===== config.mk =====
export PLATFORM = sky130hd
export DESIGN_NAME = pm_switch_seq
export DESIGN_NICKNAME = d
export VERILOG_FILES = /design/src/rtl/pm_switch_seq_pkg.sv /design/src/rtl/pm_switch_seq_timer.sv /design/src/rtl/pm_switch_seq.sv
export SDC_FILE = /design/constraint.sdc
export NUM_CORES = 1
export LEC_CHECK = 0
export BUFFER_PORTS_ARGS = -buffer_cell sky130_fd_sc_hd__buf_2
export CELL_PAD_IN_SITES_DETAIL_PLACEMENT = 0
export CELL_PAD_IN_SITES_GLOBAL_PLACEMENT = 1
export CORE_ASPECT_RATIO = 0.75
export CORE_UTILIZATION = 33
export DETAILED_ROUTE_END_ITERATION = 8
export HOLD_SLACK_MARGIN = 0.1
export PLACE_DENSITY = 0.73
export SETUP_SLACK_MARGIN = 0.15
export SLEW_MARGIN = 25
export SYNTH_ARGS = -nofsm -noshare
export SYNTH_HDL_FRONTEND = slang
export SYNTH_SLANG_ARGS = --single-unit

===== constraint.sdc =====
create_clock -name clk_i -period 2.2 [get_ports clk_i]
set_clock_uncertainty 0.1 [all_clocks]
set_input_delay 0.44 -clock clk_i [delete_from_list [all_inputs] [get_ports clk_i]]
set_output_delay 0.44 -clock clk_i [all_outputs]
set_load 0.01 [all_outputs]

===== src/rtl/pm_switch_seq_pkg.sv =====
// rtl/pm_switch_seq_pkg.sv - shared types, defaults and output decode for the power-switch sequencer
package pm_switch_seq_pkg;

    localparam int TIMER_W         = 8;
    localparam int DEF_SETTLE_CYC  = 16;
    localparam int DEF_TIMEOUT_CYC = 255;

    typedef enum logic [3:0] {
        ST_ON,
        ST_ISO,
        ST_SAVE,
        ST_SW_OFF,
        ST_OFF,
        ST_SW_ON,
        ST_RESTORE,
        ST_DEISO,
        ST_ERR
    } pm_state_t;

    typedef struct packed {
        logic sw_en;
        logic iso;
        logic ret;
        logic rst_dom;
        logic pwr_on;
        logic busy;
        logic err;
    } pm_out_t;

    // Reset output set differs from the OFF row: retention is not yet engaged.
    localparam pm_out_t RESET_OUT = pm_out_t'(7'b0101000);

    function automatic pm_out_t decode_outputs(input pm_state_t s);
        pm_out_t o;
        o = RESET_OUT;
        case (s)
            ST_ON:      o = pm_out_t'(7'b1000100);
            ST_ISO:     o = pm_out_t'(7'b1100010);
            ST_SAVE:    o = pm_out_t'(7'b1110010);
            ST_SW_OFF:  o = pm_out_t'(7'b0110010);
            ST_OFF:     o = pm_out_t'(7'b0111000);
            ST_SW_ON:   o = pm_out_t'(7'b1111010);
            ST_RESTORE: o = pm_out_t'(7'b1100010);
            ST_DEISO:   o = pm_out_t'(7'b1100010);
            ST_ERR:     o = pm_out_t'(7'b0111001);
            default:    o = RESET_OUT;
        endcase
        return o;
    endfunction

endpackage


===== src/rtl/pm_switch_seq_timer.sv =====
// rtl/pm_switch_seq_timer.sv - shared down-counter: load, saturating count down, expire flag
module pm_seq_timer
    import pm_switch_seq_pkg::*;
(
    input  logic               i_clk,
    input  logic               i_rst,
    input  logic               i_load,
    input  logic [TIMER_W-1:0] i_load_val,
    output logic               o_expired
);

    logic [TIMER_W-1:0] r_count;

    always_ff @(posedge i_clk) begin
        if (i_rst) begin
            r_count <= '0;
        end else if (i_load) begin
            r_count <= i_load_val;
        end else if (r_count != '0) begin
            r_count <= r_count - 1'b1;
        end
    end

    assign o_expired = (r_count == '0);

endmodule


===== src/rtl/pm_switch_seq.sv =====
// rtl/pm_switch_seq.sv - power-domain switch sequencer: isolation, retention, switch chain and domain reset
module pm_switch_seq
    import pm_switch_seq_pkg::*;
#(
    parameter int SETTLE_CYC  = DEF_SETTLE_CYC,
    parameter int TIMEOUT_CYC = DEF_TIMEOUT_CYC
) (
    input  logic clk_i,
    input  logic rst_i,
    input  logic pwr_req_i,
    input  logic sw_ack_i,
    input  logic err_clr_i,
    output logic sw_en_o,
    output logic iso_o,
    output logic ret_o,
    output logic rst_dom_o,
    output logic pwr_on_o,
    output logic busy_o,
    output logic err_o
);

    // Timer holds N-1 on entry so a state with expiry exit lasts exactly N cycles.
    localparam logic [TIMER_W-1:0] SETTLE_LOAD  = TIMER_W'(SETTLE_CYC - 1);
    localparam logic [TIMER_W-1:0] TIMEOUT_LOAD = TIMER_W'(TIMEOUT_CYC - 1);

    pm_state_t          r_state;
    pm_state_t          w_state_next;
    pm_out_t            r_out;
    logic               w_expired;
    logic               w_load;
    logic [TIMER_W-1:0] w_load_val;

    always_ff @(posedge clk_i) begin
        if (rst_i) begin
            r_state <= ST_OFF;
            r_out   <= RESET_OUT;
        end else begin
            r_state <= w_state_next;
            r_out   <= decode_outputs(w_state_next);
        end
    end

    // Acknowledge is tested before expiry so a late ack on the final cycle still wins.
    always_comb begin
        w_state_next = r_state;
        case (r_state)
            ST_ON:      if (!pwr_req_i) w_state_next = ST_ISO;
            ST_ISO:     w_state_next = ST_SAVE;
            ST_SAVE:    if (w_expired) w_state_next = ST_SW_OFF;
            ST_SW_OFF: begin
                if (!sw_ack_i)      w_state_next = ST_OFF;
                else if (w_expired) w_state_next = ST_ERR;
            end
            ST_OFF:     if (pwr_req_i) w_state_next = ST_SW_ON;
            ST_SW_ON: begin
                if (sw_ack_i)       w_state_next = ST_RESTORE;
                else if (w_expired) w_state_next = ST_ERR;
            end
            ST_RESTORE: if (w_expired) w_state_next = ST_DEISO;
            ST_DEISO:   w_state_next = ST_ON;
            ST_ERR:     if (err_clr_i) w_state_next = ST_OFF;
            default:    w_state_next = ST_OFF;
        endcase
    end

    always_comb begin
        w_load     = (w_state_next != r_state);
        w_load_val = '0;
        case (w_state_next)
            ST_SAVE, ST_RESTORE: w_load_val = SETTLE_LOAD;
            ST_SW_OFF, ST_SW_ON: w_load_val = TIMEOUT_LOAD;
            default:             w_load_val = '0;
        endcase
    end

    pm_seq_timer u_timer (
        .i_clk      (clk_i),
        .i_rst      (rst_i),
        .i_load     (w_load),
        .i_load_val (w_load_val),
        .o_expired  (w_expired)
    );

    assign sw_en_o   = r_out.sw_en;
    assign iso_o     = r_out.iso;
    assign ret_o     = r_out.ret;
    assign rst_dom_o = r_out.rst_dom;
    assign pwr_on_o  = r_out.pwr_on;
    assign busy_o    = r_out.busy;
    assign err_o     = r_out.err;

endmodule


==> summary.md, run 1 <==
| Metric | Value |
|---|---|
| Y dimension of the die | 52.6 um |
| Global-route usage over all layers | 0.150 |
| Share of power burned in combinational logic | 0.640 |
| Via count | 984 |
| Final worst-path setup slack | 0.120 ns |
| Sequential Power Share | 0.253 |
| Fraction of registers with async set/reset | 0 |
| Sequential Area | 392 um^2 |
| # fillers | 291 |
| Count of standard-cell rows | 17 |
| Util after Layout | 0.490 |
| Pin count of the biggest net entering global routing | 16 |
| Critical path startpoint category | register |
| # Max-Cap Violations | 0 |
| Total overflow reported by the global router | 0 |
| Number of placed I/O pins | 12 |
| Net count after synthesis | 127 |
| Cell at the root of the clock tree | clkbuf_8 |
| Most used DFF post-synth | dfxtp_1 |
| Die Span X | 69.4 um |
| Mean instance size in the synthesized netlist | 9.37 um^2 |
| Starting utilization of the core area | 0.365 |
| Fmax | 0.481 GHz |
| Mapped Cells | 120 |
| Clk Latency, worst-skew pair | 0.26 ns |
| Number of buffers inserted for hold repair after clock tree synthesis | 0 |
| Final setup violation count | 0 |
| Sequential element share of the synthesized area | 0.338 |
| ANT cells | 0 |
| Final net count | 161 |
| Number of enable flip-flop cells after synthesis | 0 |
| Via density | 5.15 |
| Worst setup EP type | register |
| Most frequent standard cell in the layout excluding fill and tap cells | buf_4 |
| IO Port Bufs | 11 |
| Final slew viol count | 0 |
| Setup slack of the worst register-to-register path | 0.12 ns |
| Remaining routing DRC violations | 0 |
| Core Footprint | 3080 um^2 |
| Required time at the endpoint of the critical path | 2.24 ns |
| Depth of the worst hold-timing path | 2 |
| Syn-to-layout area delta | 34.5% |
| Final worst path period need | 2.08 ns |
| Clock tree from TritonCTS | done |
| Internal power | 1.36 mW |
| Max Buffers Root-to-Sink | 2 |
| Fraction of final layout cells sized beyond drive strength 1 | 0.477 |
| Die outline area | 3650 um^2 |
| Distinct cells, synth | 43 |
| Relative slew slack | 0.704 |
| H-tree depth reported by CTS | 1 |
| Post-DP HPWL | 1790 um |
| Highest ir drop seen on vdd | 672 uV |
| TNS Setup | 0 ns |
| Clk slew on worst S/H paths | 0.07 ns |
| Clk network pwr share | 0.107 |
| Min-delay worst type | input pin to register |
| Final number of hold-violating endpoints | 0 |
| Netlist Area Pre-Place | 1120 um^2 |
| Period Utilization, post-route | 0.945 |
| DRT Pass-1 Iters | 4 |
| Switching share of power | 0.402 |
| Global-route wire length before repair | 4170 um |
| Initial antenna violation count | 0 |
| Worst r2r path cells | 8 |
| CP Class | register to register |
| Largest fanout on the critical path | 5 |
| Net load switching power | 0.919 mW |
| Leading cell types in the layout, fill and taps excluded | buf_4 (21), dfxtp_1 (14), a21oi_1 (13) |
| Vias in the first global route | 898 |
| Total length of routed wires | 2570 um |
| Status | completed |
| Pre-CTS setup slack | -0.0110 ns |
| Total number of clock tree sinks | 19 |
| PwrDens | 1510 nW/um^2 |
| Total of flip-flops plus latches after synthesis | 19 |
| Num CTS Buffers | 3 |
| Area occupied by multi-input gates | 771 um^2 |
| Data arrival time of the worst path | 2.12 ns |
| Initial DRC Count | 13 |
| Measured slew at the worst slew-check pin | 0.440 ns |
| RD Place Congestion | 0.731 |
| RSZ-0062 raised after global routing | yes |
| Number of nets with antenna violations after detailed routing | 0 |
| LEAKAGE | 0.581 nW |
| Average wire per cell in the routed design | 13.5 um |
| Number of warnings reported in the yosys synthesis log | 0 |
[flip-flops by register name (all words and copies together), names as in the netlist]
signal	cells
iso_o	1
sw_en_o	1
u_timer.r_count	8
rst_dom_o	1
busy_o	1
pwr_on_o	1
err_o	1
ret_o	1
r_state	4
[worst max-delay path: stages (launching register included)]
cell and delay, ns:
dfxtp_2 0.32, or4_4 0.60, nor3_4 0.21, buf_6 0.14, a21oi_4 0.04, o211ai_1 0.23
buf_4 0.16, a211o_1 0.10, a21oi_1 0.06
[cell type report]
class | count | area share
inverter | 5 | 0.0124
timing repair buffer | 34 | 0.156
clock buffer | 3 | 0.0273
clock inverter | 1 | 0.00496
sequential | 19 | 0.259
multi-input combinational | 91 | 0.510
tap | 38 | 0.0314
[logic make-up (layout without fill, tap and decap cells)]
logic type      Yosys count  in the layout  synth area share
mux                       1              1           0.00890
xor+xnor                  7              7            0.0545
fa+ha+maj                 2              2            0.0222
compound gates           31             32             0.209
flops                    19             19             0.338
buf+inv                  11             43            0.0801
simple gates             49             49             0.287
[power groups by stage]
stage	combinational (mW)	clock (mW)	sequential (mW)
after floorplan	0.889	0	0.559
after global placement	1.14	0	0.563
after detailed placement	1.16	0	0.568
after CTS	1.33	0.255	0.568
after global routing	1.59	0.271	0.596
final	1.46	0.245	0.577
[synthesized netlist by cell type, types with 3 or more instances]
master / count / share of area
dfxtp_1: 19 / 0.34
a21oi_1: 15 / 0.067
nor2_1: 13 / 0.043
inv_1: 5 / 0.017
xnor2_1: 5 / 0.039
nand2_1: 4 / 0.013
nor2b_1: 4 / 0.022
o21ai_0: 4 / 0.018
or3_1: 4 / 0.022
clkbuf_8: 3 / 0.037
nand2b_1: 3 / 0.017
or2_2: 3 / 0.017
[stage by stage]
step | cell area (um^2) | total power [mW] | hold slack [ns] | std cells
floorplan | 1140 | 1.45 | 0.402 | 120
global placement | 1280 | 1.70 | 0.516 | 177
finish | 1510 | 2.28 | 0.422 | 191
detailed placement | 1280 | 1.73 | 0.528 | 177
global route | 1510 | 2.46 | 0.419 | 191
CTS | 1420 | 2.16 | 0.414 | 188
[what timing repair did]
item	4_1_cts	5_1_grt
hold endpoints to repair	0	0
setup buffers	6	3
setup endpoints to repair	13	12
cloned	1	0
resized for setup	9	13
pin swaps	9	8
[path summary, 6_finish.rpt]
| path | start | end |
|---|---|---|
| hold reg to reg | u_timer.r_count[1] | u_timer.r_count[1] |
| setup / recovery | u_timer.r_count[3] | u_timer.r_count[1] |
| setup reg to reg | u_timer.r_count[3] | u_timer.r_count[1] |
| hold / removal | rst_i | r_state[0] |
[per-layer routing]
layer / track usage / up-vias / share of wire / routed length, um
met1: 0.192 / 475 / 0.50 / 1290
met2: 0.254 / 10 / 0.47 / 1200
met4: 0.0408 / 0 / 0.0082 / 21
met5: 0 / - / 0 / 0
met3: 0.0346 / 5 / 0.023 / 59
li1: - / 494 / - / -
(Power assumes the default switching activity.)
==> inputs of run 2 (changes only) <==
--- a/config.mk
+++ b/config.mk
@@ -13,6 +13,7 @@
 export DETAILED_ROUTE_END_ITERATION = 8
 export HOLD_SLACK_MARGIN = 0.1
 export PLACE_DENSITY = 0.73
+export REMOVE_ABC_BUFFERS = 1
 export SETUP_SLACK_MARGIN = 0.15
 export SLEW_MARGIN = 25
 export SYNTH_ARGS = -nofsm -noshare
==> summary.md, run 2 (synthesis gave the netlist of run 1 again) <==
| Metric | Value |
|---|---|
| Status | completed |
| Share of power burned in combinational logic | 0.629 |
| Critical path startpoint category | register |
| Y dimension of the die | 52.6 um |
| Die outline area | 3650 um^2 |
| Number of nets with antenna violations after detailed routing | 0 |
| Worst r2r path cells | 5 |
| IO Port Bufs | 11 |
| Cell at the root of the clock tree | clkbuf_8 |
| Count of standard-cell rows | 17 |
| Final slew viol count | 0 |
| Die Span X | 69.4 um |
| Util after Layout | 0.465 |
| Initial antenna violation count | 0 |
| Starting utilization of the core area | 0.365 |
| Max Buffers Root-to-Sink | 2 |
| Data arrival time of the worst path | 2.12 ns |
| Global-route usage over all layers | 0.149 |
| CP Class | register to register |
| Slowest-stage cell, CP | or4_4 |
| Number of gates on the worst path with buffers counted | 5 |
| Clock tree from TritonCTS | done |
| Depth of the worst hold-timing path | 2 |
| Min-delay worst type | input pin to register |
| Leading cell types in the layout, fill and taps excluded | buf_4 (20), dfxtp_1 (16), a21oi_1 (14) |
| Final number of hold-violating endpoints | 0 |
| Clk Latency, worst-skew pair | 0.26 ns |
| Average wire per cell in the routed design | 13.8 um |
| Total length of routed wires | 2590 um |
| Number of buffers inserted for hold repair after clock tree synthesis | 0 |
| Fraction of final layout cells sized beyond drive strength 1 | 0.420 |
| Switching share of power | 0.409 |
| ANT cells | 0 |
| Number of placed I/O pins | 12 |
| Post-DP HPWL | 1750 um |
| Highest ir drop seen on vdd | 613 uV |
| Clk slew on worst S/H paths | 0.07 ns |
| Period Utilization, post-route | 0.944 |
| RSZ-0062 raised after global routing | yes |
| Via density | 5.14 |
| Worst setup EP type | register |
| Net load switching power | 0.892 mW |
| PwrDens | 1520 nW/um^2 |
| H-tree depth reported by CTS | 1 |
| Core Footprint | 3080 um^2 |
| Initial DRC Count | 34 |
| Sequential Power Share | 0.257 |
| # Max-Cap Violations | 0 |
| Registers with the most flip-flops | u_timer.r_count: 8 flops, r_state: 4 flops |
| Final setup violation count | 0 |
| Largest delay contributor family on the critical path | simple AND/OR/NAND/NOR gates |
| TNS Setup | 0 ns |
| Clk network pwr share | 0.114 |
| Total number of clock tree sinks | 19 |
| Syn-to-layout area delta | 27.6% |
| Pin count of the biggest net entering global routing | 16 |
| Total buffers and inverters traversed by the critical path | 0 |
| Fmax | 0.482 GHz |
| Total overflow reported by the global router | 0 |
| Global-route wire length before repair | 4150 um |
| DRT Pass-1 Iters | 4 |
| Biggest register | u_timer.r_count |
| Vias in the first global route | 908 |
| Most frequent standard cell in the layout excluding fill and tap cells | buf_4 |
| Final net count | 158 |
| Num CTS Buffers | 3 |
| Required time at the endpoint of the critical path | 2.25 ns |
| Measured slew at the worst slew-check pin | 0.462 ns |
| Final worst path period need | 2.08 ns |
| LEAKAGE | 0.562 nW |
| Remaining routing DRC violations | 0 |
| CP Cell Sequence | or4_4 > nor3_4 > o2111ai_4 > ha_1 > or2_2 |
| RD Place Congestion | 0.833 |
| Internal power | 1.29 mW |
| Critical path's largest stage delay | 0.60 ns |
| Relative slew slack | 0.690 |
| Via count | 967 |
| Largest register FFs | 8 |
| Largest fanout on the critical path | 6 |
| Power consumption | 2.18 mW |
run 2: per-stage QoR:
step                worst slack, ns  instances  cell area (um^2)  hold WS, ns
global placement             0.0484        177              1260        0.506
detailed placement           0.0718        177              1260        0.505
global route                 0.0547        188              1440        0.442
CTS                           0.139        185              1370        0.419
floorplan                    0.0582        114              1050        0.409
finish                        0.124        188              1440        0.424
run 2: per-layer routing:
metal	vias to the layer above	wire [um]	GRT usage
li1	482	-	-
met1	465	1350	0.193
met2	15	1140	0.238
met3	5	69	0.0404
met4	0	31	0.0612
met5	-	0	0
run 2: timing repair:
action / in CTS / in global routing
hold endpoints to repair: 0 / 0
setup buffers: 4 / 2
pin swaps: 8 / 3
gates resized for setup: 6 / 8
setup endpoints to repair: 11 / 13
gates cloned: 0 / 1
run 2: worst reg2reg max path, delay by kind of cell (launching register included):
| kind | cells | cell delay (ns) |
|---|---|---|
| fa+ha+maj | 1 | 0.22 |
| compound gates | 1 | 0.19 |
| simple gates | 3 | 1.13 |
| flops | 1 | 0.33 |
run 2: power groups by stage:
stage,clock network [mW],registers (mW),logic [mW]
after floorplan,0,0.574,0.798
final,0.248,0.562,1.37
after detailed placement,0,0.555,1.15
after global placement,0,0.556,1.12
after global routing,0.276,0.583,1.49
after CTS,0.266,0.553,1.25
run 2: worst paths after layout:
path | startpoint | to | slack (ns)
setup / recovery | u_timer.r_count[4] | rst_dom_o | 0.12
hold / removal | rst_i | u_timer.r_count[0] | 0.42
setup reg to reg | u_timer.r_count[4] | rst_dom_o | 0.12
hold reg to reg | u_timer.r_count[1] | u_timer.r_count[1] | 0.52
run 2: layout make-up:
class	instances	area, um^2
clock buffers	3	41.3
clock inverters	1	7.51
fillers	295	1650
inverters	5	18.8
multi-input cells	91	728
flip-flops and latches	19	387
well taps	38	47.5
repair buffers	31	205
==> inputs of run 3 (changes only) <==
--- a/config.mk
+++ b/config.mk
@@ -12,7 +12,7 @@
 export CORE_UTILIZATION = 33
 export DETAILED_ROUTE_END_ITERATION = 8
 export HOLD_SLACK_MARGIN = 0.1
-export PLACE_DENSITY = 0.73
+export PLACE_DENSITY = 0.71
 export REMOVE_ABC_BUFFERS = 1
 export SETUP_SLACK_MARGIN = 0.15
 export SLEW_MARGIN = 25
==> constraint.sdc (replaced) <==
create_clock -name clk_i -period 2.5 [get_ports clk_i]
set_clock_uncertainty 0.1 [all_clocks]
set_input_delay 0.5 -clock clk_i [delete_from_list [all_inputs] [get_ports clk_i]]
set_output_delay 0.5 -clock clk_i [all_outputs]
set_load 0.01 [all_outputs]
==> summary.md, run 3 (synthesis gave the netlist of run 1 again) <==
| Metric | Value |
|---|---|
| Pin count of the biggest net entering global routing | 16 |
| Final setup violation count | 0 |
| RD Place Congestion | 0.803 |
| Die outline area | 3650 um^2 |
| Placed Instance Area | 1190 um^2 |
| Highest ir drop seen on vdd | 487 uV |
| Post-CTS Repair Setup Buffers | 0 |
| Initial DRC Count | 19 |
| Critical path's largest stage delay | 0.60 ns |
| LEAKAGE | 0.478 nW |
| # Max-Cap Violations | 0 |
| Most frequent standard cell in the layout excluding fill and tap cells | dfxtp_1 |
| Largest register FFs | 8 |
| Setup slack of the worst register-to-register path | 0.26 ns |
| Num CTS Buffers | 3 |
| Post-DP HPWL | 1580 um |
| Slowest-stage cell, CP | or4_4 |
| Number of placed I/O pins | 12 |
| Clock tree from TritonCTS | done |
| Global-route wire length before repair | 3590 um |
| Y dimension of the die | 52.6 um |
| Power consumption | 1.64 mW |
| Biggest register | u_timer.r_count |
| Count of standard-cell rows | 17 |
| Worst Hold Launch | rst_i |
| Total number of clock tree sinks | 19 |
| CP Class | register to register |
| Origin of the critical flop-to-flop path | u_timer.r_count[3] |
| RSZ-0062 raised after global routing | no |
| Registers with the most flip-flops | u_timer.r_count: 8 flops, r_state: 4 flops |
| CP Cell Sequence | or4_4 > o32ai_2 > a22oi_4 > a211o_1 > nand3_2 > a21oi_1 |
| Starting utilization of the core area | 0.365 |
| Fmax | 0.447 GHz |
| Leading cell types in the layout, fill and taps excluded | dfxtp_1 (19), a21oi_1 (15), nor2_1 (13) |
| Reg-to-reg endpoint | u_timer.r_count[2] |
| Final net count | 142 |
| Status | completed |
| Syn-to-layout area delta | 10.7% |
| IO Port Bufs | 11 |
| Die Span X | 69.4 um |
| Depth of the worst hold-timing path | 2 |
| Cell at the root of the clock tree | clkbuf_8 |
| Number of gates on the worst path with buffers counted | 6 |
| First element of the critical path | u_timer.r_count[3] |
| Total length of routed wires | 2180 um |
| Average wire per cell in the routed design | 12.7 um |
| Period Utilization, post-route | 0.896 |
| Util after Layout | 0.404 |
| Number of nets with antenna violations after detailed routing | 0 |
| Core Footprint | 3080 um^2 |
| Worst setup EP type | register |
| Area occupied by multi-input gates | 657 um^2 |
| Vias in the first global route | 767 |
| Max Buffers Root-to-Sink | 2 |
| Relative slew slack | 0.714 |
| Largest fanout on the critical path | 6 |
| Measured slew at the worst slew-check pin | 0.428 ns |
| Sequential Area | 380 um^2 |
| PwrDens | 1320 nW/um^2 |
| Clk slew on worst S/H paths | 0.07 ns |
| Global-route usage over all layers | 0.132 |
| DRT Pass-1 Iters | 4 |
| H-tree depth reported by CTS | 1 |
| Final slew viol count | 0 |
| Total overflow reported by the global router | 0 |
| Critical path startpoint category | register |
| Via density | 5.03 |
| CP endpoint | u_timer.r_count[2] |
| # fillers | 307 |
| Worst r2r path cells | 6 |
| Final worst path period need | 2.24 ns |
| Initial antenna violation count | 0 |
| Via count | 866 |
| Final number of hold-violating endpoints | 0 |
| TNS Setup | 0 ns |
| Min-delay worst type | input pin to register |
| Clk Latency, worst-skew pair | 0.26 ns |
| Remaining routing DRC violations | 0 |
| ANT cells | 0 |
| Required time at the endpoint of the critical path | 2.54 ns |
| Largest delay contributor family on the critical path | compound AO/OA/AOI/OAI gates |
| Post-route cell area | 1240 um^2 |
| Fraction of final layout cells sized beyond drive strength 1 | 0.299 |
| Data arrival time of the worst path | 2.28 ns |
| Total buffers and inverters traversed by the critical path | 0 |
==> run 3: cell type report <==
cell class,instances,area share
Tap cell,38,0.0382
Timing Repair Buffer,16,0.0744
Clock inverter,1,0.00603
Sequential cell,19,0.306
Clock buffer,3,0.0332
Inverter,5,0.0151
Multi-Input combinational cell,90,0.528
==> run 3: power by group <==
group	internal [mW]	switching, mW
sequential	0.405	0.0923
clock	0.112	0.106
combinational	0.448	0.474
==> run 3: worst min-delay path by stage <==
stage | endpoint | slack [ns]
2_1_floorplan | ret_o | 0.47
3_3_place_gp | u_timer.r_count[1] | 0.50
3_5_place_dp | u_timer.r_count[1] | 0.49
4_1_cts | err_o | 0.48
5_1_grt | r_state[0] | 0.49
6_report | err_o | 0.48
==> run 3: worst register-to-register path, cell delays in order (launching register included) <==
cell	delay, ns
dfxtp_1	0.35
or4_4	0.60
o32ai_2	0.46
a22oi_4	0.16
a211o_1	0.30
nand3_2	0.08
a21oi_1	0.07
==> run 3: metrics by stage <==
stage | std cells | hold WS (ns) | worst slack (ns)
after global routing | 172 | 0.488 | 0.166
after global placement | 168 | 0.496 | 0.270
after CTS | 172 | 0.476 | 0.264
after detailed placement | 168 | 0.492 | 0.236
after floorplan | 114 | 0.469 | 0.358
final | 172 | 0.485 | 0.260
==> run 3: repair_timing <==
item                                    4_1_cts  5_1_grt
endpoints found under the setup margin        0        1
gates resized for setup                       0        1
hold buffers                                  0        0
==> run 3: layer usage <==
metal,part of all wire,global-route usage
met3,0.028,0.0462
met4,0,0.0408
met5,0,0
met2,0.42,0.193
met1,0.55,0.180
